$ cat src/rtl/axis_axil_cmd_bridge.sv
`timescale 1ns/1ps
// -----------------------------------------------------------------------------
// axis_axil_cmd_bridge
//
// Purpose: takes command frames from an 8-bit AXIS byte stream and runs each
// one as a single AXI-Lite master transaction. Read data goes back to the host
// as an AXIS byte frame. Only one command is in flight at a time.
//
// Frame layout: header (bit7 = 1 write / 0 read), ADDR_BYTES address bytes
// MSB first, then for writes DATA_BYTES data bytes MSB first. tlast must be
// on the final byte only. Malformed frames bump frame_err_count (saturating)
// and cause no bus access.
//
// Ports:
//   clk, reset            clock, asynchronous active-high reset
//   s_axis_*              command byte stream in (tdest filters, tid echoed)
//   m_axis_*              read response byte stream out (tdest always 0)
//   axil_aw_* / axil_w_*  write address / data channels (master)
//   axil_b_*              write response channel
//   axil_ar_* / axil_r_*  read address / data channels (master)
//   frame_err_count       saturating count of malformed frames
//
// Optional feature: define BRIDGE_TIMEOUT_EN to add a watchdog that gives up
// on a bus phase after TIMEOUT_CYCLES cycles (writes are dropped, reads
// answer with all-ones data). Without it the bridge waits indefinitely.
// -----------------------------------------------------------------------------
module axis_axil_cmd_bridge #(
  parameter int unsigned AXI_ADDR_WIDTH = 16,
  parameter int unsigned AXI_DATA_WIDTH = 32,
  parameter logic [3:0]  DEST_ID        = 4'd0,
  parameter int unsigned TIMEOUT_CYCLES = 1024
) (
  input  logic                        clk,
  input  logic                        reset,
  input  logic [7:0]                  s_axis_tdata,
  input  logic                        s_axis_tvalid,
  input  logic                        s_axis_tlast,
  input  logic [3:0]                  s_axis_tdest,
  input  logic [1:0]                  s_axis_tid,
  output logic                        s_axis_tready,
  output logic [7:0]                  m_axis_tdata,
  output logic                        m_axis_tvalid,
  output logic                        m_axis_tlast,
  output logic [1:0]                  m_axis_tid,
  output logic [3:0]                  m_axis_tdest,
  input  logic                        m_axis_tready,
  output logic [AXI_ADDR_WIDTH-1:0]   axil_aw_addr,
  output logic                        axil_aw_valid,
  input  logic                        axil_aw_ready,
  output logic [AXI_DATA_WIDTH-1:0]   axil_w_data,
  output logic [AXI_DATA_WIDTH/8-1:0] axil_w_strb,
  output logic                        axil_w_valid,
  input  logic                        axil_w_ready,
  input  logic                        axil_b_valid,
  output logic                        axil_b_ready,
  output logic [AXI_ADDR_WIDTH-1:0]   axil_ar_addr,
  output logic                        axil_ar_valid,
  input  logic                        axil_ar_ready,
  input  logic [AXI_DATA_WIDTH-1:0]   axil_r_data,
  input  logic                        axil_r_valid,
  output logic                        axil_r_ready,
  output logic [7:0]                  frame_err_count
);

  localparam int unsigned ADDR_BYTES = AXI_ADDR_WIDTH / 8;
  localparam int unsigned DATA_BYTES = AXI_DATA_WIDTH / 8;
  localparam logic [7:0]  ADDR_LAST  = 8'(ADDR_BYTES - 1);
  localparam logic [7:0]  DATA_LAST  = 8'(DATA_BYTES - 1);

  if ((AXI_ADDR_WIDTH % 8) != 0 || (AXI_DATA_WIDTH % 8) != 0 || TIMEOUT_CYCLES == 0) begin : g_bad_params
    $error("axis_axil_cmd_bridge: widths must be byte multiples and TIMEOUT_CYCLES nonzero");
  end

  typedef enum logic [3:0] {
    S_IDLE, S_ADDR, S_WDATA, S_DRAIN,
    S_AXI_WR, S_WAIT_B, S_AXI_RD, S_WAIT_R, S_RESP
  } state_t;

  state_t                    state_q, state_d;
  logic [7:0]                cnt_q, cnt_d;        // byte index within ADDR/WDATA/RESP
  logic                      is_wr_q, is_wr_d;
  logic [1:0]                tid_q, tid_d;
  logic [AXI_ADDR_WIDTH-1:0] addr_q, addr_d;
  logic [AXI_DATA_WIDTH-1:0] data_q, data_d;      // write data, then read data shifted out
  logic                      aw_valid_q, aw_valid_d;
  logic                      w_valid_q, w_valid_d;
  logic                      ar_valid_q, ar_valid_d;
  logic [7:0]                err_q, err_d;
  logic                      rdy_en_q;            // holds tready low for one cycle after reset
  logic                      s_hs;
  logic                      err_inc;

  assign s_hs = s_axis_tvalid && s_axis_tready;

`ifdef BRIDGE_TIMEOUT_EN
  localparam int unsigned TO_W    = $clog2(TIMEOUT_CYCLES + 1);
  localparam logic [TO_W-1:0] TO_LAST = TO_W'(TIMEOUT_CYCLES - 1);

  logic [TO_W-1:0] to_cnt_q;
  logic            timed;

  assign timed = (state_q inside {S_AXI_WR, S_WAIT_B, S_AXI_RD, S_WAIT_R});

  always_ff @(posedge clk or posedge reset) begin
    if (reset) begin
      to_cnt_q <= '0;
    end else if (!timed || state_d != state_q) begin
      to_cnt_q <= '0;
    end else begin
      to_cnt_q <= to_cnt_q + 1'b1;
    end
  end
`endif

  // NOTE: every signal assigned in this block gets a default first, so no
  // path through the case statement can leave one unassigned and infer a latch.
  always_comb begin
    state_d    = state_q;
    cnt_d      = cnt_q;
    is_wr_d    = is_wr_q;
    tid_d      = tid_q;
    addr_d     = addr_q;
    data_d     = data_q;
    aw_valid_d = aw_valid_q;
    w_valid_d  = w_valid_q;
    ar_valid_d = ar_valid_q;
    err_d      = err_q;
    err_inc    = 1'b0;

    case (state_q)
      S_IDLE: begin
        if (s_hs) begin
          is_wr_d = s_axis_tdata[7];
          tid_d   = s_axis_tid;
          cnt_d   = '0;
          if (s_axis_tdest != DEST_ID) begin
            // Not ours: swallow the rest of the frame silently.
            if (!s_axis_tlast) state_d = S_DRAIN;
          end else if (s_axis_tlast) begin
            err_inc = 1'b1;               // header alone is a truncated frame
          end else begin
            state_d = S_ADDR;
          end
        end
      end

      S_ADDR: begin
        if (s_hs) begin
          addr_d = (addr_q << 8) | AXI_ADDR_WIDTH'(s_axis_tdata);
          cnt_d  = cnt_q + 8'd1;
          if (cnt_q == ADDR_LAST) begin
            cnt_d = '0;
            if (is_wr_q) begin
              if (s_axis_tlast) begin
                err_inc = 1'b1;
                state_d = S_IDLE;
              end else begin
                state_d = S_WDATA;
              end
            end else if (s_axis_tlast) begin
              ar_valid_d = 1'b1;
              state_d    = S_AXI_RD;
            end else begin
              err_inc = 1'b1;
              state_d = S_DRAIN;
            end
          end else if (s_axis_tlast) begin
            err_inc = 1'b1;
            state_d = S_IDLE;
          end
        end
      end

      S_WDATA: begin
        if (s_hs) begin
          data_d = (data_q << 8) | AXI_DATA_WIDTH'(s_axis_tdata);
          cnt_d  = cnt_q + 8'd1;
          if (cnt_q == DATA_LAST) begin
            cnt_d = '0;
            if (s_axis_tlast) begin
              aw_valid_d = 1'b1;
              w_valid_d  = 1'b1;
              state_d    = S_AXI_WR;
            end else begin
              err_inc = 1'b1;
              state_d = S_DRAIN;
            end
          end else if (s_axis_tlast) begin
            err_inc = 1'b1;
            state_d = S_IDLE;
          end
        end
      end

      S_DRAIN: begin
        if (s_hs && s_axis_tlast) state_d = S_IDLE;
      end

      S_AXI_WR: begin
        // AW and W complete independently; move on once both are done.
        if (axil_aw_ready) aw_valid_d = 1'b0;
        if (axil_w_ready)  w_valid_d  = 1'b0;
        if (!aw_valid_d && !w_valid_d) state_d = S_WAIT_B;
      end

      S_WAIT_B: begin
        if (axil_b_valid) state_d = S_IDLE;
      end

      S_AXI_RD: begin
        if (axil_ar_ready) begin
          ar_valid_d = 1'b0;
          state_d    = S_WAIT_R;
        end
      end

      S_WAIT_R: begin
        if (axil_r_valid) begin
          data_d  = axil_r_data;
          cnt_d   = '0;
          state_d = S_RESP;
        end
      end

      S_RESP: begin
        if (m_axis_tready) begin
          data_d = data_q << 8;
          cnt_d  = cnt_q + 8'd1;
          if (cnt_q == DATA_LAST) state_d = S_IDLE;
        end
      end

      default: state_d = S_IDLE;
    endcase

`ifdef BRIDGE_TIMEOUT_EN
    // A handshake landing on the final cycle wins over the watchdog.
    if (timed && to_cnt_q == TO_LAST && state_d == state_q) begin
      aw_valid_d = 1'b0;
      w_valid_d  = 1'b0;
      ar_valid_d = 1'b0;
      err_inc    = 1'b1;
      if (state_q == S_AXI_WR || state_q == S_WAIT_B) begin
        state_d = S_IDLE;
      end else begin
        data_d  = '1;
        cnt_d   = '0;
        state_d = S_RESP;
      end
    end
`endif

    if (err_inc && err_q != 8'hFF) err_d = err_q + 8'd1;
  end

  // NOTE: sequential state uses non-blocking assignments so every register
  // samples the pre-edge values, independent of statement order.
  always_ff @(posedge clk or posedge reset) begin
    if (reset) begin
      state_q    <= S_IDLE;
      cnt_q      <= '0;
      is_wr_q    <= 1'b0;
      tid_q      <= '0;
      addr_q     <= '0;
      data_q     <= '0;
      aw_valid_q <= 1'b0;
      w_valid_q  <= 1'b0;
      ar_valid_q <= 1'b0;
      err_q      <= '0;
      rdy_en_q   <= 1'b0;
    end else begin
      state_q    <= state_d;
      cnt_q      <= cnt_d;
      is_wr_q    <= is_wr_d;
      tid_q      <= tid_d;
      addr_q     <= addr_d;
      data_q     <= data_d;
      aw_valid_q <= aw_valid_d;
      w_valid_q  <= w_valid_d;
      ar_valid_q <= ar_valid_d;
      err_q      <= err_d;
      rdy_en_q   <= 1'b1;
    end
  end

  assign s_axis_tready   = rdy_en_q && (state_q inside {S_IDLE, S_ADDR, S_WDATA, S_DRAIN});

  assign m_axis_tvalid   = (state_q == S_RESP);
  assign m_axis_tdata    = data_q[AXI_DATA_WIDTH-1 -: 8];
  assign m_axis_tlast    = m_axis_tvalid && (cnt_q == DATA_LAST);
  assign m_axis_tid      = tid_q;
  assign m_axis_tdest    = 4'd0;

  assign axil_aw_addr    = addr_q;
  assign axil_aw_valid   = aw_valid_q;
  assign axil_w_data     = data_q;
  assign axil_w_strb     = '1;
  assign axil_w_valid    = w_valid_q;
  assign axil_b_ready    = (state_q == S_WAIT_B);
  assign axil_ar_addr    = addr_q;
  assign axil_ar_valid   = ar_valid_q;
  assign axil_r_ready    = (state_q == S_WAIT_R);

  assign frame_err_count = err_q;

endmodule

$ cat config.mk
export PLATFORM = sky130hd
export DESIGN_NAME = axis_axil_cmd_bridge
export DESIGN_NICKNAME = d
export VERILOG_FILES = /design/src/rtl/axis_axil_cmd_bridge.sv
export SDC_FILE = /design/constraint.sdc
export NUM_CORES = 1
export LEC_CHECK = 0
export ABC_CLOCK_PERIOD_IN_PS = 4700
export BUFFER_PORTS_ARGS = -buffer_cell sky130_fd_sc_hd__buf_2
export CAP_MARGIN = 0
export CORE_MARGIN = 4
export CORE_UTILIZATION = 50
export DETAILED_ROUTE_END_ITERATION = 7
export PLACE_DENSITY = 0.8
export SLEW_MARGIN = 20
export SYNTH_ARGS = -nofsm -noshare
export SYNTH_HDL_FRONTEND = slang
export SYNTH_SLANG_ARGS = --single-unit
$ cat constraint.sdc
create_clock -name clk -period 4.7 [get_ports clk]
set_clock_uncertainty 0.1 [all_clocks]
set_input_delay 0.47 -clock clk [delete_from_list [all_inputs] [get_ports clk]]
set_output_delay 0.47 -clock clk [all_outputs]
set_load 0.02 [all_outputs]
==> impl_metrics.xml, run 1 <==
<?xml version="1.0" encoding="UTF-8"?>
<metrics>
  <group name="timing">
    <metric name="report.final.setup_viol" unit="">0</metric>
    <metric name="report.final.hold_viol_count" unit="">0</metric>
    <metric name="timing_max_transition_violations_final" unit="">0</metric>
    <metric name="post-route-min-period" unit="ns">3.08</metric>
    <metric name="fin_tns_setup" unit="ns">0</metric>
    <metric name="grt_setup_unrepaired" unit="">no</metric>
    <metric name="max_clock_freq" unit="MHz">325</metric>
    <metric name="hold-worst-slack" unit="ns">0.248</metric>
    <metric name="fin_crit_sh" unit="%">65.6</metric>
    <metric name="worstMarginPinSlew" unit="ns">0.946</metric>
    <metric name="timing.slew.headroom" unit="%">36.9</metric>
  </group>
  <group name="die">
    <metric name="rows" unit="">32</metric>
    <metric name="floorplan.die.width" unit="microns">97.7</metric>
    <metric name="initial_core_util" unit="%">51.8</metric>
    <metric name="coreArea" unit="sq um">7770</metric>
    <metric name="floorplan.die.height" unit="microns">97.7</metric>
    <metric name="floorplan.io_pins" unit="">154</metric>
    <metric name="floorplan_die_area" unit="sq um">9550</metric>
  </group>
  <group name="cells_and_area">
    <metric name="synthToLayoutAreaGrowth" unit="%">20.1</metric>
    <metric name="fill_cells" unit="">678</metric>
    <metric name="final_cell_count_no_fill" unit="">650</metric>
    <metric name="post_route_cells_drive_above_1_share" unit="%">36.5</metric>
    <metric name="antennaDiodeCount" unit="">0</metric>
    <metric name="nNetsFinal" unit="">605</metric>
    <metric name="register_area" unit="sq um">1880</metric>
    <metric name="area_of_combinational_cells_with_multiple_inputs" unit="sq um">1800</metric>
  </group>
  <group name="logic_synthesis">
    <metric name="yosys.cell_count.top_type" unit="">dfrtp_1</metric>
    <metric name="synth_sequential_area_ratio" unit="%">46.6</metric>
    <metric name="netlist_instances" unit="">426</metric>
    <metric name="ys_warn_count" unit="">0</metric>
    <metric name="synth-seq-cells" unit="">75</metric>
    <metric name="yosys_most_used_dff" unit="">dfrtp_1</metric>
    <metric name="synth_largest_area_cell" unit="">dfrtp_1</metric>
    <metric name="synth_cell_type_count" unit="">53</metric>
    <metric name="syn-cell-area" unit="sq um">4020</metric>
    <metric name="postSynth.asyncResetShare" unit="%">100</metric>
    <metric name="cell_types_with_the_largest_area_share_after_synthesis" unit="">dfrtp_1 (47%), nand2_1 (6.9%), buf_4 (6.3%)</metric>
    <metric name="top_cells_by_instance_count_after_synthesis" unit="">dfrtp_1 (75), nand2_1 (74), nor2_1 (49), buf_4 (34), a31oi_1 (30)</metric>
    <metric name="yosys.area.top_type_share" unit="%">46.6</metric>
    <metric name="synth-edff-count" unit="">0</metric>
    <metric name="postSynthAreaPerCell" unit="sq um">9.45</metric>
  </group>
  <group name="setup_path">
    <metric name="crit_arrival" unit="ns">2.51</metric>
    <metric name="worstReg2RegEnd" unit="">cnt_q[0]$_DFFE_PP0P_</metric>
    <metric name="worst_path_maximum_fanout" unit="">33</metric>
    <metric name="reg2regPathDepth" unit="">6</metric>
    <metric name="required_worst_endpoint" unit="ns">4.13</metric>
    <metric name="worst-path-buf-inv" unit="">3</metric>
    <metric name="critical_path.slowest_cell" unit="">nand4b_2</metric>
    <metric name="setup.worst_path.class" unit="">flop to output port</metric>
    <metric name="worst-r2r-setup-slack" unit="ns">1.92</metric>
    <metric name="critPathTopFamily" unit="">buffers and inverters</metric>
    <metric name="startpoint_type" unit="">flop</metric>
    <metric name="reg2reg_from" unit="">state_q[3]$_DFFE_PP0P_</metric>
    <metric name="setup_crit_end_kind" unit="">output port</metric>
    <metric name="path_cells" unit="">nand4b_2, clkinv_1, buf_4, buf_2</metric>
    <metric name="timing.critical_path.slowest_cell_delay" unit="ns">0.67</metric>
  </group>
  <group name="clock_network">
    <metric name="clkSinkCount" unit="">75</metric>
    <metric name="worst_skew_late_latency" unit="ns">0.36</metric>
    <metric name="tritoncts_clock_tree" unit="">built</metric>
    <metric name="cts_root_buffer" unit="">clkbuf_8</metric>
    <metric name="ctsLongestPathBuffers" unit="">2</metric>
    <metric name="cts_repair_resize_count" unit="">0</metric>
    <metric name="clk_transition_reported_paths" unit="ns">0.09</metric>
    <metric name="post_cts.repair.setup_buffers" unit="">0</metric>
    <metric name="ctsHtreeMaxLevel" unit="">3</metric>
    <metric name="cts_hold_buffers" unit="">0</metric>
    <metric name="cts_buffers" unit="">9</metric>
  </group>
  <group name="power">
    <metric name="clkPwrFrac" unit="%">16.6</metric>
    <metric name="power-per-cell-area" unit="nW/um^2">701</metric>
    <metric name="power.internal" unit="mW">1.82</metric>
    <metric name="switching_share" unit="%">46.3</metric>
    <metric name="combinationalPowerShare" unit="%">48.5</metric>
    <metric name="power.net_switching" unit="mW">1.57</metric>
    <metric name="power.ir.vdd_worst" unit="uV">290</metric>
    <metric name="total_leakage_power" unit="nW">2.41</metric>
    <metric name="seq_power_share" unit="%">34.9</metric>
  </group>
  <group name="run_status">
    <metric name="outcome" unit="">complete, no violations</metric>
  </group>
  <group name="grt">
    <metric name="antenna_found_initial" unit="">0</metric>
    <metric name="groute.usage.overall" unit="%">22.1</metric>
    <metric name="grt_remaining_overflow" unit="">0</metric>
    <metric name="maximum_number_of_pins_on_one_net_before_global_route_repair" unit="">76</metric>
    <metric name="wire_length_of_the_first_global_routing_pass" unit="mm">17.2</metric>
    <metric name="first_global_vias" unit="">3504</metric>
  </group>
  <group name="placed_design">
    <metric name="final_estimated_routing_congestion_in_global_placement" unit="">0.899</metric>
    <metric name="placed_cells_incl_taps" unit="">633</metric>
    <metric name="io_buffers" unit="">145</metric>
    <metric name="final_hpwl_dp" unit="mm">7.54</metric>
  </group>
  <group name="routing">
    <metric name="drt_drc_violations_left" unit="">0</metric>
    <metric name="first_pass_iters" unit="">4</metric>
    <metric name="postRouteWirelength" unit="mm">10.1</metric>
    <metric name="vias" unit="">3494</metric>
    <metric name="wl_per_cell" unit="microns">15.6</metric>
    <metric name="via_per_inst" unit="">5.38</metric>
    <metric name="antenna_violating_nets_post_route" unit="">0</metric>
    <metric name="first_iter_violations" unit="">145</metric>
  </group>
  <group name="hold_path">
    <metric name="hold_class" unit="">primary input to flop</metric>
    <metric name="holdCritStartpoint" unit="">axil_r_data[15]</metric>
    <metric name="hold_path_end" unit="">axil_w_data[15]$_DFFE_PP0P_</metric>
    <metric name="holdPathStages" unit="">3</metric>
  </group>
  <group name="run">
    <metric name="maxCapViolations" unit="">0</metric>
  </group>
</metrics>
==> power by group through the flow <==
| stage | registers [mW] | logic [mW] | clock network (mW) |
|---|---|---|---|
| after floorplan | 1.40 | 1.03 | 0 |
| after detailed placement | 1.19 | 1.64 | 0 |
| after global placement | 1.18 | 1.61 | 0 |
| after global routing | 1.23 | 1.80 | 0.608 |
| after CTS | 1.18 | 1.65 | 0.574 |
| final | 1.18 | 1.64 | 0.564 |
==> placed cells by master, fill, tap and decap left out, drive strengths merged, types with 10 or more instances in the layout <==
master,count
buf,148
dfrtp,75
nand2,74
nor2,51
a31oi,30
mux2,24
a21oi,15
inv,11
nand3,10
o21ai,10
==> how the worst max path moves through the flow <==
stage | from | to | depth (start not counted)
floorplan | reset | axil_ar_addr[0]$_DFFE_PP0P_ | 1
detailed placement | state_q[3]$_DFFE_PP0P_ | cnt_q[0]$_DFFE_PP0P_ | 6
global placement | state_q[3]$_DFFE_PP0P_ | cnt_q[0]$_DFFE_PP0P_ | 6
CTS | state_q[0]$_DFFE_PP0P_ | axil_r_ready | 4
global route | state_q[0]$_DFFE_PP0P_ | axil_r_ready | 4
finish | state_q[0]$_DFFE_PP0P_ | axil_r_ready | 4
==> flip-flops by register name (all words and copies together), names as in the netlist <==
signal and cells:
axil_ar_addr 16, axil_ar_valid 1, axil_aw_valid 1, axil_w_data 32, axil_w_valid 1, cnt_q 8, frame_err_count 8, is_wr_q 1
m_axis_tid 2, rdy_en_q 1, state_q 4
==> cells by family (layout without fill, tap and decap cells) <==
kind of cell,Yosys count,in the layout,share of synthesized area (%)
AND/OR/NAND/NOR,169,169,19.3
AO/OA/AOI/OAI,81,81,13.9
flip-flops,75,75,46.6
buffers and inverters,60,175,9.17
multiplexers,29,29,8.05
adder cells (fa/ha/maj),6,6,1.87
XOR/XNOR,4,4,0.871
other,2,9,0.187
==> metal layers <==
layer	track usage, %	vias to the layer above	share of wire [%]
met3	7.47	17	8.6
met5	0	-	0
met1	28.3	1652	42
met2	35.3	149	48
li1	-	1676	-
met4	7.56	0	2.0
==> worst register-to-register path, delay by kind of cell, from the launching register on <==
family	cells	cell delay, ns
buf+inv	1	0.22
simple gates	3	1.06
compound gates	1	0.43
mux	1	0.28
flops	1	0.58
==> layout make-up <==
cell class | count | share of cell area, %
Clock buffer | 9 | 2.56
Clock inverter | 7 | 2.04
Inverter | 11 | 0.880
Multi-Input combinational cell | 298 | 37.3
Sequential cell | 75 | 38.8
Tap cell | 102 | 2.64
Timing Repair Buffer | 148 | 15.7
==> per-stage QoR <==
step	cell area (sq um)	worst slack [ns]	power, mW	utilization, %
6_report	4830	1.62	3.39	62.2
5_1_grt	4830	1.36	3.64	62.2
4_1_cts	4810	1.57	3.40	62.0
3_5_place_dp	4590	1.89	2.84	59.1
3_3_place_gp	4590	1.97	2.79	59.1
2_1_floorplan	4050	2.22	2.43	-
(Power assumes the default switching activity.)
==> run 2, diff against run 1 <==
Settings changed: ABC_AREA from default to 1, ABC_CLOCK_PERIOD_IN_PS 4700 to 2670, CORE_UTILIZATION 50 to 45, PLACE_DENSITY 0.8 to 0.75.
Clock period 4.7 ns to 2.67 ns, I/O delays scaled along.
==> run 2 against run 1 <==
Cell count up 25%. Combinational power up 100%. Setup slack worse by 1.3 ns. Non-clock buffer count up 11. Die area up 17%. Core utilization down 5.5 points. Sequential power up 64%. Critical path depth up 4.
==> impl_metrics.xml, run 2 <==
<?xml version="1.0" encoding="UTF-8"?>
<metrics>
  <group name="placed_design">
    <metric name="placed_cells_incl_taps" unit="">797</metric>
    <metric name="final_hpwl_dp" unit="mm">8.83</metric>
    <metric name="io_buffers" unit="">145</metric>
    <metric name="place_worst_setup_slack" unit="ns">0.330</metric>
    <metric name="placed_instance_area" unit="sq um">4990</metric>
    <metric name="final_estimated_routing_congestion_in_global_placement" unit="">0.965</metric>
  </group>
  <group name="hold_path">
    <metric name="hold_path_end" unit="">m_axis_tid[1]$_DFFE_PP0P_</metric>
    <metric name="holdCritStartpoint" unit="">s_axis_tid[1]</metric>
    <metric name="hold_class" unit="">primary input to flop</metric>
    <metric name="holdPathStages" unit="">2</metric>
  </group>
  <group name="setup_path">
    <metric name="worst_path_maximum_fanout" unit="">19</metric>
    <metric name="worstReg2RegEnd" unit="">axil_w_data[28]$_DFFE_PP0P_</metric>
    <metric name="required_worst_endpoint" unit="ns">2.80</metric>
    <metric name="startpoint_type" unit="">flop</metric>
    <metric name="setup_crit_end_kind" unit="">flop</metric>
    <metric name="crit_arrival" unit="ns">2.47</metric>
    <metric name="setup.worst_path.class" unit="">flop to flop</metric>
    <metric name="reg2reg_from" unit="">state_q[2]$_DFFE_PP0P_</metric>
    <metric name="worst-r2r-setup-slack" unit="ns">0.32</metric>
    <metric name="reg2regPathDepth" unit="">8</metric>
  </group>
  <group name="grt">
    <metric name="antenna_found_initial" unit="">1</metric>
    <metric name="groute.usage.overall" unit="%">20.7</metric>
    <metric name="maximum_number_of_pins_on_one_net_before_global_route_repair" unit="">50</metric>
    <metric name="first_global_vias" unit="">3915</metric>
    <metric name="wire_length_of_the_first_global_routing_pass" unit="mm">18.8</metric>
    <metric name="grt_remaining_overflow" unit="">0</metric>
  </group>
  <group name="timing">
    <metric name="post-route-min-period" unit="ns">2.35</metric>
    <metric name="timing_max_transition_violations_final" unit="">0</metric>
    <metric name="grt_setup_unrepaired" unit="">no</metric>
    <metric name="hold-worst-slack" unit="ns">0.0503</metric>
    <metric name="fin_tns_setup" unit="ns">0</metric>
    <metric name="final.setup.worst_slack" unit="ns">0.321</metric>
    <metric name="report.final.hold_viol_count" unit="">0</metric>
    <metric name="worstMarginPinSlew" unit="ns">0.647</metric>
    <metric name="report.final.setup_viol" unit="">0</metric>
    <metric name="timing.slew.headroom" unit="%">56.8</metric>
    <metric name="fin_crit_sh" unit="%">88.0</metric>
    <metric name="max_clock_freq" unit="MHz">426</metric>
  </group>
  <group name="routing">
    <metric name="first_iter_violations" unit="">225</metric>
    <metric name="first_pass_iters" unit="">6</metric>
    <metric name="drt_drc_violations_left" unit="">0</metric>
    <metric name="vias" unit="">4042</metric>
    <metric name="via_per_inst" unit="">4.97</metric>
    <metric name="antenna_violating_nets_post_route" unit="">0</metric>
    <metric name="wl_per_cell" unit="microns">13.9</metric>
    <metric name="postRouteWirelength" unit="mm">11.3</metric>
  </group>
  <group name="logic_synthesis">
    <metric name="yosys.area.top_type_share" unit="%">43.8</metric>
    <metric name="postSynth.asyncResetShare" unit="%">100</metric>
    <metric name="synth_cell_type_count" unit="">34</metric>
    <metric name="synth_largest_area_cell" unit="">dfrtp_1</metric>
    <metric name="netlist_instances" unit="">552</metric>
    <metric name="yosys_most_used_dff" unit="">dfrtp_1</metric>
    <metric name="ys_warn_count" unit="">0</metric>
    <metric name="syn-cell-area" unit="sq um">4280</metric>
    <metric name="postSynthAreaPerCell" unit="sq um">7.76</metric>
    <metric name="synth-edff-count" unit="">0</metric>
    <metric name="synth_sequential_area_ratio" unit="%">43.8</metric>
    <metric name="synth-seq-cells" unit="">75</metric>
    <metric name="top_cells_by_instance_count_after_synthesis" unit="">nand2_1 (136), dfrtp_1 (75), inv_1 (69), nor2_1 (44), o21ai_0 (38)</metric>
    <metric name="cell_types_with_the_largest_area_share_after_synthesis" unit="">dfrtp_1 (44%), nand2_1 (12%), buf_4 (6.1%)</metric>
    <metric name="yosys.cell_count.top_type" unit="">nand2_1</metric>
  </group>
  <group name="cells_and_area">
    <metric name="final_cell_count_no_fill" unit="">814</metric>
    <metric name="postLayoutCoreUtil" unit="%">56.8</metric>
    <metric name="synthToLayoutAreaGrowth" unit="%">22.4</metric>
    <metric name="fill_cells" unit="">877</metric>
    <metric name="antennaDiodeCount" unit="">0</metric>
    <metric name="final_cell_mix" unit="">buf_2 (145), nand2_1 (136), dfrtp_1 (75)</metric>
    <metric name="nNetsFinal" unit="">742</metric>
    <metric name="layout_commonest_cell" unit="">buf_2</metric>
    <metric name="post_route_cells_drive_above_1_share" unit="%">29.2</metric>
    <metric name="largest_register_ff_count" unit="">32</metric>
    <metric name="postLayoutCellArea" unit="sq um">5240</metric>
  </group>
  <group name="clock_network">
    <metric name="ctsHtreeMaxLevel" unit="">3</metric>
    <metric name="worst_skew_late_latency" unit="ns">0.35</metric>
    <metric name="clkSinkCount" unit="">75</metric>
    <metric name="ctsLongestPathBuffers" unit="">2</metric>
    <metric name="clk_transition_reported_paths" unit="ns">0.09</metric>
    <metric name="tritoncts_clock_tree" unit="">built</metric>
    <metric name="cts_root_buffer" unit="">clkbuf_8</metric>
    <metric name="cts_buffers" unit="">9</metric>
    <metric name="cts_repair_resize_count" unit="">0</metric>
  </group>
  <group name="die">
    <metric name="floorplan.die.height" unit="microns">106</metric>
    <metric name="floorplan.die.width" unit="microns">106</metric>
    <metric name="rows" unit="">35</metric>
    <metric name="coreArea" unit="sq um">9240</metric>
    <metric name="initial_core_util" unit="%">46.4</metric>
    <metric name="floorplan.io_pins" unit="">154</metric>
    <metric name="floorplan_die_area" unit="sq um">11100</metric>
  </group>
  <group name="power">
    <metric name="p_total" unit="mW">6.28</metric>
    <metric name="total_leakage_power" unit="nW">2.87</metric>
    <metric name="power-per-cell-area" unit="nW/um^2">1200</metric>
    <metric name="power.ir.vdd_worst" unit="uV">560</metric>
  </group>
  <group name="run">
    <metric name="maxCapViolations" unit="">0</metric>
  </group>
  <group name="run_status">
    <metric name="outcome" unit="">complete, no violations</metric>
  </group>
</metrics>
==> run 2: cell types whose count changed after synthesis, sizes merged, moves of 5 or more <==
| cell | change |
|---|---|
| nand3 | +20 |
| o211ai | +16 |
| xor2 | +6 |
| a22oi | -8 |
| nand2 | +64 |
| a31oi | -26 |
| inv | +64 |
| nand4 | +6 |
| mux2 | -16 |
| o21ai | +49 |
| and3 | -8 |
| mux2i | -5 |
==> run 2: what timing repair did <==
action / CTS / global route
setup endpoints to repair: 0 / 0
setup buffers: 0 / 0
hold buffers: 1 / 0
hold endpoints to repair: 25 / 0
==> run 2: critical path: stages (launching register included) <==
cell	delay [ns]
dfrtp_1	0.46
nor2_1	0.20
nand3_1	0.36
nand2_1	0.22
nand2_1	0.11
nor2_4	0.37
inv_2	0.22
nand2_1	0.10
o21ai_1	0.08
==> run 2: worst max-delay path by stage <==
stage	end	slack [ns]	cells after the start	from
after floorplan	axil_ar_addr[0]$_DFFE_PP0P_	0.39	1	reset
final	axil_w_data[28]$_DFFE_PP0P_	0.32	8	state_q[2]$_DFFE_PP0P_
after global routing	axil_w_data[28]$_DFFE_PP0P_	0.14	8	state_q[2]$_DFFE_PP0P_
after global placement	axil_w_data[31]$_DFFE_PP0P_	0.48	8	state_q[2]$_DFFE_PP0P_
after CTS	axil_w_data[28]$_DFFE_PP0P_	0.34	8	state_q[2]$_DFFE_PP0P_
after detailed placement	axil_w_data[28]$_DFFE_PP0P_	0.33	8	state_q[2]$_DFFE_PP0P_
==> run 2: cell type report <==
type	instances	area, sq um	share of cell area (%)
clock buffers	9	124	2.36
well taps	129	161	3.08
flip-flops and latches	75	1880	35.8
clock inverters	7	116	2.22
inverters	74	278	5.30
repair buffers	159	858	16.4
multi-input cells	361	1830	34.9
==> run 2: report_power, final <==
part	internal (mW)	total, mW	leakage [nW]	switching (mW)
clock	0.619	1.06	0.119	0.445
combinational	1.08	3.28	1.81	2.20
sequential	1.59	1.94	0.940	0.349
total	3.29	6.28	2.87	2.99
==> run 2: kinds of logic (layout without fill, tap and decap cells) <==
logic type / Yosys count / after routing / synth area share (%)
flops: 75 / 75 / 43.8
compound gates: 101 / 101 / 13.7
xor+xnor: 9 / 9 / 1.84
simple gates: 228 / 228 / 22.3
mux: 8 / 8 / 2.10
buf+inv: 123 / 249 / 14.3
other cells: 2 / 9 / 0.175
fa+ha+maj: 6 / 6 / 1.75
==> run 2: routing by layer <==
metal	vias up	wire length (microns)	share of wire (%)	GRT usage (%)
met4	2	160	1.4	5.00
met1	1858	4680	41	25.8
li1	2000	-	-	-
met5	-	13	0.11	0
met2	163	5540	49	35.4
met3	19	931	8.2	6.12
==> run 3, diff against run 2 <==
Settings changed: ABC_AREA 1 to 0, CORE_ASPECT_RATIO from default to 0.5, PLACE_DENSITY 0.75 to 0.76.
==> run 3 against run 2 <==
Die area decreased by 4.8%. Wire length decreased by 13%. Design area decreased by 4.6%. Global-route usage decreased by 2.7 points. Critical path type unchanged. Critical endpoint is now cnt_q[0]$_DFFE_PP0P_. First-iteration DRC count increased by 43%. Maximum frequency increased by 0.20%. Non-clock buffer count decreased by 7. Sequential cell count unchanged. Power increased by 0.26%. Clock power increased by 25%. Cell count decreased by 18%.
==> impl_metrics.xml, run 3 (synthesis results as in run 1) <==
<?xml version="1.0" encoding="UTF-8"?>
<metrics>
  <group name="run_status">
    <metric name="outcome" unit="">complete, no violations</metric>
  </group>
  <group name="setup_path">
    <metric name="crit_arrival" unit="ns">2.46</metric>
    <metric name="reg2reg_from" unit="">state_q[3]$_DFFE_PP0P_</metric>
    <metric name="reg2regPathDepth" unit="">5</metric>
    <metric name="worst_path_maximum_fanout" unit="">14</metric>
    <metric name="startpoint_type" unit="">flop</metric>
    <metric name="setup.worst_path.class" unit="">flop to flop</metric>
    <metric name="setup_crit_end_kind" unit="">flop</metric>
    <metric name="worstReg2RegEnd" unit="">cnt_q[0]$_DFFE_PP0P_</metric>
    <metric name="worst-r2r-setup-slack" unit="ns">0.33</metric>
    <metric name="required_worst_endpoint" unit="ns">2.78</metric>
  </group>
  <group name="grt">
    <metric name="groute.usage.overall" unit="%">18.0</metric>
    <metric name="first_global_vias" unit="">3019</metric>
    <metric name="wire_length_of_the_first_global_routing_pass" unit="mm">15.1</metric>
    <metric name="antenna_found_initial" unit="">0</metric>
    <metric name="grt_remaining_overflow" unit="">0</metric>
    <metric name="maximum_number_of_pins_on_one_net_before_global_route_repair" unit="">65</metric>
  </group>
  <group name="power">
    <metric name="combinationalPowerShare" unit="%">46.5</metric>
    <metric name="power.ir.vdd_worst" unit="uV">510</metric>
    <metric name="clkPwrFrac" unit="%">21.0</metric>
    <metric name="power-per-cell-area" unit="nW/um^2">1260</metric>
    <metric name="power.internal" unit="mW">3.56</metric>
    <metric name="switching_share" unit="%">43.5</metric>
    <metric name="power.net_switching" unit="mW">2.74</metric>
    <metric name="total_leakage_power" unit="nW">2.49</metric>
    <metric name="seq_power_share" unit="%">32.5</metric>
  </group>
  <group name="die">
    <metric name="floorplan.io_pins" unit="">154</metric>
    <metric name="initial_core_util" unit="%">46.2</metric>
    <metric name="floorplan_die_area" unit="sq um">10600</metric>
    <metric name="floorplan.die.width" unit="microns">142</metric>
    <metric name="rows" unit="">24</metric>
    <metric name="floorplan.die.height" unit="microns">74.9</metric>
    <metric name="coreArea" unit="sq um">8710</metric>
  </group>
  <group name="clock_network">
    <metric name="cts_repair_resize_count" unit="">0</metric>
    <metric name="ctsHtreeMaxLevel" unit="">3</metric>
    <metric name="clk_transition_reported_paths" unit="ns">0.06</metric>
    <metric name="cts_hold_buffers" unit="">1</metric>
    <metric name="cts_buffers" unit="">9</metric>
    <metric name="worst_skew_late_latency" unit="ns">0.33</metric>
    <metric name="clkSinkCount" unit="">75</metric>
    <metric name="ctsLongestPathBuffers" unit="">2</metric>
    <metric name="tritoncts_clock_tree" unit="">built</metric>
    <metric name="cts_root_buffer" unit="">clkbuf_16</metric>
    <metric name="post_cts.repair.setup_buffers" unit="">0</metric>
  </group>
  <group name="routing">
    <metric name="first_iter_violations" unit="">322</metric>
    <metric name="postRouteWirelength" unit="mm">9.85</metric>
    <metric name="vias" unit="">3454</metric>
    <metric name="via_per_inst" unit="">5.17</metric>
    <metric name="drt_drc_violations_left" unit="">0</metric>
    <metric name="antenna_violating_nets_post_route" unit="">0</metric>
    <metric name="first_pass_iters" unit="">7</metric>
    <metric name="wl_per_cell" unit="microns">14.7</metric>
  </group>
  <group name="timing">
    <metric name="fin_tns_setup" unit="ns">0</metric>
    <metric name="fin_crit_sh" unit="%">87.8</metric>
    <metric name="timing.slew.headroom" unit="%">59.6</metric>
    <metric name="final.setup.worst_slack" unit="ns">0.326</metric>
    <metric name="hold-worst-slack" unit="ns">0.0654</metric>
    <metric name="grt_setup_unrepaired" unit="">no</metric>
    <metric name="worstMarginPinSlew" unit="ns">0.606</metric>
    <metric name="report.final.setup_viol" unit="">0</metric>
    <metric name="timing_max_transition_violations_final" unit="">0</metric>
    <metric name="report.final.hold_viol_count" unit="">0</metric>
    <metric name="post-route-min-period" unit="ns">2.34</metric>
    <metric name="max_clock_freq" unit="MHz">427</metric>
  </group>
  <group name="cells_and_area">
    <metric name="synthToLayoutAreaGrowth" unit="%">24.3</metric>
    <metric name="antennaDiodeCount" unit="">0</metric>
    <metric name="post_route_cells_drive_above_1_share" unit="%">36.7</metric>
    <metric name="largest_register_ff_count" unit="">32</metric>
    <metric name="final_cell_mix" unit="">buf_2 (145), dfrtp_1 (75), nand2_1 (74)</metric>
    <metric name="fill_cells" unit="">784</metric>
    <metric name="layout_commonest_cell" unit="">buf_2</metric>
    <metric name="final_cell_count_no_fill" unit="">668</metric>
    <metric name="nNetsFinal" unit="">609</metric>
  </group>
  <group name="placed_design">
    <metric name="final_estimated_routing_congestion_in_global_placement" unit="">0.929</metric>
    <metric name="placed_cells_incl_taps" unit="">652</metric>
    <metric name="place_worst_setup_slack" unit="ns">0.345</metric>
    <metric name="final_hpwl_dp" unit="mm">7.21</metric>
    <metric name="io_buffers" unit="">145</metric>
  </group>
  <group name="hold_path">
    <metric name="holdCritStartpoint" unit="">s_axis_tid[0]</metric>
    <metric name="hold_path_end" unit="">m_axis_tid[0]$_DFFE_PP0P_</metric>
    <metric name="holdPathStages" unit="">2</metric>
    <metric name="hold_class" unit="">primary input to flop</metric>
  </group>
  <group name="run">
    <metric name="maxCapViolations" unit="">0</metric>
  </group>
</metrics>
## run 3: changes by cell type in the layout (fill, tap and decap cells not counted), moves of 13 or more
cell      change
nand3_1      -19
inv_1        -60
o211ai_1     -17
o21ai_0      -29
mux2_2       +13
a31oi_1      +26
o21ai_1      -19
nand2_1      -62
## run 3: final cells by class
cell class / count / area [sq um] / area share, %
flip-flops and latches: 75 / 1880 / 37.5
multi-input cells: 298 / 1800 / 36.1
repair buffers: 152 / 806 / 16.1
clock buffers: 11 / 253 / 5.05
well taps: 117 / 146 / 2.93
clock inverters: 4 / 73.8 / 1.48
inverters: 11 / 41.3 / 0.826
## run 3: power groups by stage
stage	sequential, mW	combinational [mW]	clock (mW)
CTS	2.04	2.95	1.35
global route	2.12	3.17	1.41
finish	2.05	2.93	1.32
global placement	2.04	2.88	0
detailed placement	2.06	2.94	0
floorplan	2.46	1.81	0
## run 3: worst max path at each step
stage,start,to,slack [ns],cells after the start
3_3_place_gp,state_q[3]$_DFFE_PP0P_,cnt_q[0]$_DFFE_PP0P_,0.39,5
5_1_grt,state_q[3]$_DFFE_PP0P_,cnt_q[0]$_DFFE_PP0P_,0.19,5
3_5_place_dp,state_q[3]$_DFFE_PP0P_,cnt_q[0]$_DFFE_PP0P_,0.34,5
6_report,state_q[3]$_DFFE_PP0P_,cnt_q[0]$_DFFE_PP0P_,0.33,5
2_1_floorplan,reset,axil_ar_addr[0]$_DFFE_PP0P_,0.39,1
4_1_cts,state_q[3]$_DFFE_PP0P_,cnt_q[0]$_DFFE_PP0P_,0.34,5
## run 3: metal layers
metal | wire length, microns | vias to the layer above | global-route usage (%)
met5 | 0 | - | 0
met4 | 151 | 0 | 4.26
met3 | 752 | 20 | 5.58
met2 | 4930 | 140 | 32.1
met1 | 4020 | 1614 | 21.9
li1 | - | 1680 | -
## run 3: stage by stage
stage | power, mW | area [sq um] | utilization [%]
global placement | 4.92 | 4660 | 53.6
finish | 6.30 | 5000 | 57.4
CTS | 6.34 | 5000 | 57.4
floorplan | 4.27 | 4050 | -
detailed placement | 5.00 | 4660 | 53.6
global route | 6.69 | 5000 | 57.4
## run 3: worst max-delay path: stages, from the launching register on
cell and delay, ns:
dfrtp_1 0.57, or4b_4 0.56, o22ai_2 0.23, a21o_1 0.36
nor2_1 0.12, mux2_2 0.28
